[src/rtl/mem_port_arbiter.sv]
// -----------------------------------------------------------------------------
// mem_port_arbiter
//
// Purpose: arbitrates two requesters for one shared resource. A grant runs
// until the resource reports res_done or until the grant has lasted TIMEOUT
// cycles. At the end of a grant the arbiter re-arbitrates at once, so grants
// can run back to back. The payload of the granted requester is steered to
// data_out through a registered 2:1 select.
//
// Configuration macro:
//   MEM_PORT_ARBITER_ROUND_ROBIN_EN
//     Defined   : a tie goes to the requester that did not win last time.
//                 Requester 0 wins the first tie after reset.
//     Undefined : requester 0 always wins a tie.
//
// Parameters:
//   WORD_WIDTH  width of data0, data1 and data_out
//   TIMEOUT     maximum grant length in cycles (2..255)
//
// Ports:
//   clk          rising-edge clock
//   rst_n        synchronous active-low reset
//   req0, req1   requests for the shared resource
//   data0, data1 requester payloads
//   res_done     resource reports the current transaction complete
//   gnt0, gnt1   grant to requester 0 / 1 (never both high)
//   select       registered data-mux select (0 = data0, 1 = data1)
//   res_start    one-cycle pulse in the first cycle of every grant
//   data_out     selected payload, combinational from select
//   timeout_err  one-cycle pulse in the cycle after a timed-out grant
// -----------------------------------------------------------------------------
module mem_port_arbiter #(
  parameter int WORD_WIDTH = 32,
  parameter int TIMEOUT    = 16
) (
  input  logic                  clk,
  input  logic                  rst_n,
  input  logic                  req0,
  input  logic                  req1,
  input  logic [WORD_WIDTH-1:0] data0,
  input  logic [WORD_WIDTH-1:0] data1,
  input  logic                  res_done,
  output logic                  gnt0,
  output logic                  gnt1,
  output logic                  select,
  output logic                  res_start,
  output logic [WORD_WIDTH-1:0] data_out,
  output logic                  timeout_err
);

  typedef enum logic [1:0] {
    IDLE  = 2'd0,
    BUSY0 = 2'd1,
    BUSY1 = 2'd2
  } state_e;

  // Counter value seen in the last cycle a grant may last.
  localparam logic [7:0] LAST_CNT = 8'(TIMEOUT - 1);

  state_e     state_q, state_d;
  logic [7:0] cnt_q, cnt_d;
  logic       select_q, select_d;
  logic       res_start_q, res_start_d;
  logic       timeout_err_q, timeout_err_d;
  // Set by the first edge that samples rst_n high. Arbitration is held off
  // until then, so requests held through reset are granted on the second
  // edge after reset is released.
  logic       ready_q;

  logic       any_req;
  logic       tie_pick;
  logic       winner;
  logic       grant_free;

`ifdef MEM_PORT_ARBITER_ROUND_ROBIN_EN
  logic last_gnt_q, last_gnt_d;
  // On a tie, the requester that did not win last time takes the grant.
  assign tie_pick = ~last_gnt_q;
`else
  assign tie_pick = 1'b0;
`endif

  assign any_req = req0 | req1;
  // A lone requester always wins; only a tie consults the arbitration mode.
  assign winner  = (req0 & req1) ? tie_pick : req1;

  // NOTE: every signal written here gets a default first, so no path through
  // the block can leave a value unassigned and infer a latch.
  always_comb begin
    state_d       = state_q;
    cnt_d         = cnt_q;
    select_d      = select_q;
    res_start_d   = 1'b0;
    timeout_err_d = 1'b0;
    grant_free    = 1'b0;
`ifdef MEM_PORT_ARBITER_ROUND_ROBIN_EN
    last_gnt_d    = last_gnt_q;
`endif

    case (state_q)
      IDLE: begin
        // res_done is ignored here; only requests matter.
        grant_free = ready_q;
      end
      default: begin
        // res_done wins over a coincident timeout: that is a normal finish.
        if (res_done) begin
          grant_free = 1'b1;
        end else if (cnt_q == LAST_CNT) begin
          grant_free    = 1'b1;
          timeout_err_d = 1'b1;
        end else begin
          cnt_d = cnt_q + 8'd1;
        end
      end
    endcase

    // Re-arbitration happens on the same edge the previous grant ends, so a
    // waiting requester is granted without an idle cycle in between.
    if (grant_free) begin
      if (any_req) begin
        state_d     = winner ? BUSY1 : BUSY0;
        select_d    = winner;
        res_start_d = 1'b1;
        cnt_d       = 8'd0;
`ifdef MEM_PORT_ARBITER_ROUND_ROBIN_EN
        last_gnt_d  = winner;
`endif
      end else begin
        state_d = IDLE;
      end
    end
  end

  // NOTE: state registers use non-blocking assignments so every flop samples
  // the pre-edge values of the others, independent of statement order.
  always_ff @(posedge clk) begin
    if (!rst_n) begin
      state_q       <= IDLE;
      cnt_q         <= 8'd0;
      select_q      <= 1'b0;
      res_start_q   <= 1'b0;
      timeout_err_q <= 1'b0;
      ready_q       <= 1'b0;
`ifdef MEM_PORT_ARBITER_ROUND_ROBIN_EN
      last_gnt_q    <= 1'b1;
`endif
    end else begin
      state_q       <= state_d;
      cnt_q         <= cnt_d;
      select_q      <= select_d;
      res_start_q   <= res_start_d;
      timeout_err_q <= timeout_err_d;
      ready_q       <= 1'b1;
`ifdef MEM_PORT_ARBITER_ROUND_ROBIN_EN
      last_gnt_q    <= last_gnt_d;
`endif
    end
  end

  assign gnt0        = (state_q == BUSY0);
  assign gnt1        = (state_q == BUSY1);
  assign select      = select_q;
  assign res_start   = res_start_q;
  assign timeout_err = timeout_err_q;
  assign data_out    = select_q ? data1 : data0;

endmodule
[config.mk]
export PLATFORM = sky130hd
export DESIGN_NAME = mem_port_arbiter
export DESIGN_NICKNAME = d
export VERILOG_FILES = /design/src/rtl/mem_port_arbiter.sv
export SDC_FILE = /design/constraint.sdc
export NUM_CORES = 1
export LEC_CHECK = 0
export ABC_AREA = 1
export CORE_MARGIN = 2
export CORE_UTILIZATION = 25
export CTS_BUF_LIST = sky130_fd_sc_hd__clkbuf_4
export CTS_CLUSTER_SIZE = 14
export DETAILED_ROUTE_END_ITERATION = 7
export DONT_BUFFER_PORTS = 1
export PLACE_DENSITY = 0.36
export SLEW_MARGIN = 20
export SYNTH_ARGS = -nofsm -noshare
export SYNTH_HDL_FRONTEND = slang
export SYNTH_SLANG_ARGS = --single-unit
export TNS_END_PERCENT = 10
[constraint.sdc]
create_clock -name clk -period 1.6 [get_ports clk]
set_input_delay 0.24 -clock clk [delete_from_list [all_inputs] [get_ports clk]]
set_output_delay 0.24 -clock clk [all_outputs]
set_load 0.1 [all_outputs]
-- Word-level counts from Yosys, hierarchy flattened
Cells that the tools add are included.
- $add $sub $neg: 1
- bitwise operators: 3
- muxes and demuxes: 14
- equality and inequality tests: 3
- reductions and logical operators: 4
- operators with widths (cell ; number):
    $mux 8 ; 5
    $mux 32 ; 1
    $add 8x1->8 const B ; 1
    $eq 8x4->1 const B ; 1
    $mux 1 ; 6
    $mux 2 ; 2
    $reduce_and 2->1 ; 2
    $reduce_or 3->1 ; 1
    $eq 2x1->1 const B ; 1
    $eq 2x2->1 const B ; 1
    $logic_not 2->1 ; 1
    $and 1x1->1 ; 1
    $not 1->1 ; 1
    $or 1x1->1 ; 1
- output and inout port bits: 37
- input port bits: 69
- register bits after elaboration: 14
- word-level logic and storage cells: 31

-- Depth between registers and ports, before layout
Gate-level depths: netlist of the first run.
- depth after elaboration: 6
- mapped depth: 8
- mapped depth without buffers: 8

-- Worst setup path after synthesis of the first run
OpenSTA, ideal clock, no wires.
- path kind: register to output
- start: register select_q (netlist: select)
- end: output data_out[10]
- slack: -0.824 ns
- path buffers: 2
- cell stages (with the launch flop): 5
- data arrival time: 2.184 ns
- required time: 1.360 ns
- path through: dfxtp_1 -> clkbuf_1 -> clkbuf_1 -> nand2_1 -> nand2_1
- longest elaborated chain between the ends: 1
- RTL lines (item ; line ; source):
    from (decl) ; 62 ; logic select_q, select_d;
    from (signal assigned) ; 151 ; select_q <= select_d;
    $mux 32 ; 166 ; assign data_out = select_q ? data1 : data0;
    to (decl) ; 47 ; output logic [WORD_WIDTH-1:0] data_out,
Every way passes these cells.

-- Worst setup path in the final report of the first run
- start: register select_q (netlist: select)
- end: output data_out[0]
Same word-level chain as after synthesis.

==> metrics.sh, run 1 <==
STATUS='complete, no violations'
CLK_PIN_SLEW_WORST_PATHS_NS=0.08
POWER.STATIC_LEAKAGE_nW=0.994
FIN_SKEW_NS=0.00106
TOP_LAYER_IN_USE='met4'
GRT_PASS1_WL_MM=5.73
SETUP-VIOLATIONS-FINAL=0
CRITICAL_PATH.SLOWEST_CELL='sky130_fd_sc_hd__dfxtp_4'
DIE_H_UM=70.6
POST_SYNTH_INST_COUNT=207
AVGROUTEDWIREPERCELL_UM=11.7
P_PER_AREA_nW_PER_UM2=922
WORST_HOLD_PATH_TYPE='input port to flop'
WORSTSETUPPATHTYPE='flop to primary output'
REQUIRED_NS=1.36
FIN_CRIT_SH=0.941
FINAL_UTIL=0.466
FRACTION_OF_SYNTHESIZED_CELL_AREA_IN_XOR_AND_XNOR_CELLS=0.00791
SYNTH.TOP_CELL.AREA_SHARE=0.407
ANTENNA_CELLS_INSERTED=0
CLOCK.FMAX_MHz=664
DRT-PASS1-ITER-COUNT=4
CRIT_PATH_MAX_INCR_DELAY_NS=0.36
PLACE.PORT_BUFFERS=0
FINAL_NET_COUNT=317
CTS_TREE='yes'
TIMING.CRITICAL_PATH.MAX_DELAY_FAMILY='buffers and inverters'
FILL_CELLS=433
ROUTED-WL-MET3_UM=369
LAYOUT_COMMON_CELLS='sky130_fd_sc_hd__nand2_1 (90), sky130_fd_sc_hd__buf_12 (32), sky130_fd_sc_hd__nand2_2 (29)'
NUMBER_OF_GLOBAL_ROUTE_VIAS_BEFORE_REPAIR=1315
CLK_LATENCY_NS=0.28
OVERFLOW=0
OVERALL_DIE_AREA_UM2=4980
SLEW_LIMIT_HEADROOM=0.803
TRACK_USAGE=0.140
VIAS=1372
SYNTH.AREA.MUX_SHARE=0
PATH_CELLS='buf_4 > buf_6 > nand2_1 > nand2_1 > buf_12'
WORSTSETUPPATHDEPTH=5
WIRELENGTH_MET1_MM=1.21
LAYOUT-AREA-OVERHEAD-VS-SYNTH_PCT=82.1
CP-START-KIND='flop'
VDD_IR_DROP_MAX_mV=0.343
CELL_DEPTH_OF_THE_WORST_FLOP_TO_FLOP_PATH=7
WL_MET2_MM=1.89
YOSYSWARNINGS=0
SYNTH_COMPOUND_GATE_AREA_SHARE=0.0395
HPWLAFTERDP_MM=2.97
CTSLONGESTPATHBUFFERS=2
SYNTHESIS.AREA_UM2=1110
ANTENNA_FOUND_INITIAL=0
INITIAL_CORE_UTIL=0.256
CRITPATHMAXFANOUT=18
RSZ0062_AT_GRT='false'
PIN_COUNT_OF_THE_BIGGEST_NET_ENTERING_GLOBAL_ROUTING=19
DRT_DRC_VIOLATIONS_LEFT=0
TIGHTESTPINTRANSITION_NS=0.295
WORST-PATH-BUF-INV=3
PRE_CTS_WS_NS=0.152
CTS_H_TREE_LVLS=1
DRV_SLEW=0
YS_SEQ_AREA_FRAC=0.253
DRT_ITER0_DRC=50
COMBINATIONAL_FAMILY_WITH_THE_MOST_AREA_AFTER_SYNTHESIS='simple AND/OR/NAND/NOR gates'
REGISTER_BIT_COUNT_REPORTED_BY_YOSYS=14
COREAREA_UM2=4320
ANT_NETS=0
FINAL_COMMON_CELL='sky130_fd_sc_hd__nand2_1'
POST_SYNTHESIS_CELL_TYPE_COUNT=23
NUMCTSBUFFERS=3
SYNTH_SIMPLE_GATE_AREA_FRAC=0.603
TOP_LEVEL_PORT_COUNT=106
CRITPATHMOSTFREQUENTCELL='sky130_fd_sc_hd__nand2_1'
MULTI_INPUT_COMB_AREA_UM2=832
MAX_CAP_VIOLATIONS=0
ROUTE.DETAILED.VIAS_PER_INST=4.60
WORST_SETUP_PATH_END_KIND='primary output'
SHARE_OF_FINAL_LAYOUT_STANDARD_CELLS_STRONGER_THAN_DRIVE_STRENGTH_1=0.358
POSTLAYOUTSETUPSLACKWORST_NS=0.0937
YOSYS-TOP-CELLS-AREA='sky130_fd_sc_hd__nand2_1 (41%), sky130_fd_sc_hd__dfxtp_1 (25%), sky130_fd_sc_hd__nor2_1 (7.8%)'
FINAL-HOLD-VIOLATION-COUNT=0
ROWS=24
AREA.SEQUENTIAL_UM2=284
DIE_WIDTH_UM=70.6
ROOT_BUFFER='sky130_fd_sc_hd__clkbuf_4'
SYN-NUM-NETS=277
SYNTH.LARGEST_AREA_CELL='sky130_fd_sc_hd__nand2_1'
ROUTED_WIRELENGTH_MM=3.50
FINALWEIGHTEDCONGESTION=0.775
POST_SYNTH.CELL_AREA_AVG_UM2=5.35
WORSTHOLDPATHCELLS=2
SYNTH_FA_HA_AREA_FRAC=0.0113
CTS_NUM_SINKS=14
WORST_EP_ARRIVAL_TIME_NS=1.27
FIN_CRIT_NS=1.51
## state kept, by name, indices dropped and copies added, names as in the netlist
name	cells
cnt_q	8
select	1
res_start	1
state_q	2
ready_q	1
timeout_err	1
## through the flow
stage | TNS [ns] | cells | hold WS [ns] | area (um2) | total power, W
2_1_floorplan | -4.09 | 207 | 0.268 | 1210 | 0.00123
3_3_place_gp | 0 | 289 | 0.269 | 1910 | 0.00163
3_5_place_dp | 0 | 289 | 0.269 | 1910 | 0.00164
4_1_cts | 0 | 297 | 0.0604 | 2000 | 0.00187
5_1_grt | 0 | 298 | 0.0580 | 2020 | 0.00194
6_report | 0 | 298 | 0.0690 | 2020 | 0.00186
## area by class of cell
cell class                 count  area share
inverter                      18      0.0335
multi-input combinational    168       0.413
sequential                    14       0.141
timing repair buffer          42       0.368
clock buffer                   3      0.0112
clock inverter                 1     0.00186
tap                           52      0.0323
## routing by layer
metal / up-vias / track usage
met3: 4 / 0.0456
met4: 0 / 0.0461
met2: 72 / 0.255
met1: 598 / 0.153
met5: - / 0
li1: 698 / -
## worst register-to-register path, cell delays in order, from the launching register on
cell and delay [ns]:
sky130_fd_sc_hd__dfxtp_1 0.38, sky130_fd_sc_hd__ha_1 0.22, sky130_fd_sc_hd__nand3_2 0.13, sky130_fd_sc_hd__o21ai_4 0.21
sky130_fd_sc_hd__buf_12 0.14, sky130_fd_sc_hd__nand3_4 0.08, sky130_fd_sc_hd__nand2_4 0.09, sky130_fd_sc_hd__nor2_1 0.05
## report_power, final
part / internal (W) / switching, W / total [W] / leakage [nW]
Clock: 0.0000904 / 0.000113 / 0.000203 / 0.0154
Combinational: 0.000407 / 0.000885 / 0.00129 / 0.865
Sequential: 0.000357 / 0.00000776 / 0.000364 / 0.115
Total: 0.000854 / 0.00101 / 0.00186 / 0.994
## cell families after synthesis
group | count (synthesis)
AOI/OAI and AO/OA | 6
xor gates and xnor gates | 1
adders and majority gates | 1
buffers and inverters | 25
DFF | 14
and+or+nand+nor | 160
## synthesized netlist by cell type
cell type / number
sky130_fd_sc_hd__nand2_1: 120
sky130_fd_sc_hd__nor2_1: 23
sky130_fd_sc_hd__inv_1: 17
sky130_fd_sc_hd__dfxtp_1: 14
sky130_fd_sc_hd__clkbuf_1: 7
sky130_fd_sc_hd__nand3_1: 6
sky130_fd_sc_hd__a21oi_1: 3
sky130_fd_sc_hd__nor2_4: 2
sky130_fd_sc_hd__ha_1: 1
sky130_fd_sc_hd__inv_2: 1
sky130_fd_sc_hd__nand2_2: 1
sky130_fd_sc_hd__nand2_4: 1
sky130_fd_sc_hd__nand3_2: 1
sky130_fd_sc_hd__nand3_4: 1
sky130_fd_sc_hd__nand3b_1: 1
sky130_fd_sc_hd__nand4_1: 1
sky130_fd_sc_hd__nor3_1: 1
sky130_fd_sc_hd__o21ai_0: 1
sky130_fd_sc_hd__o21ai_4: 1
sky130_fd_sc_hd__o21bai_1: 1
sky130_fd_sc_hd__or2_2: 1
sky130_fd_sc_hd__or2_4: 1
sky130_fd_sc_hd__xor2_1: 1
## what timing repair did
item,CTS,global route
gates resized for setup,1,2
hold endpoints to repair,1,0
buffers inserted,2,1
pin swaps,1,2
endpoints found under the setup margin,21,27
gates cloned,1,0
hold buffers,1,0
## worst paths after layout
path                                         startpoint                       to  slack [ns]
worst max-delay path                select$_SDFFE_PN0P_              data_out[0]        0.09
worst max register to register      cnt_q[0]$_SDFF_PN0_      cnt_q[0]$_SDFF_PN0_        0.21
worst min-delay path                              rst_n      select$_SDFFE_PN0P_        0.07
worst min register to register  state_q[1]$_SDFFE_PN0N_  state_q[1]$_SDFFE_PN0N_        0.55
Note: power is estimated with default switching activity, not from simulation.
==> run 2: changes to the inputs <==
- CTS_CLUSTER_SIZE: 14 -> 40
==> results of run 2 <==
No change in the layout: final DEF, timing and power equal those of run 1.
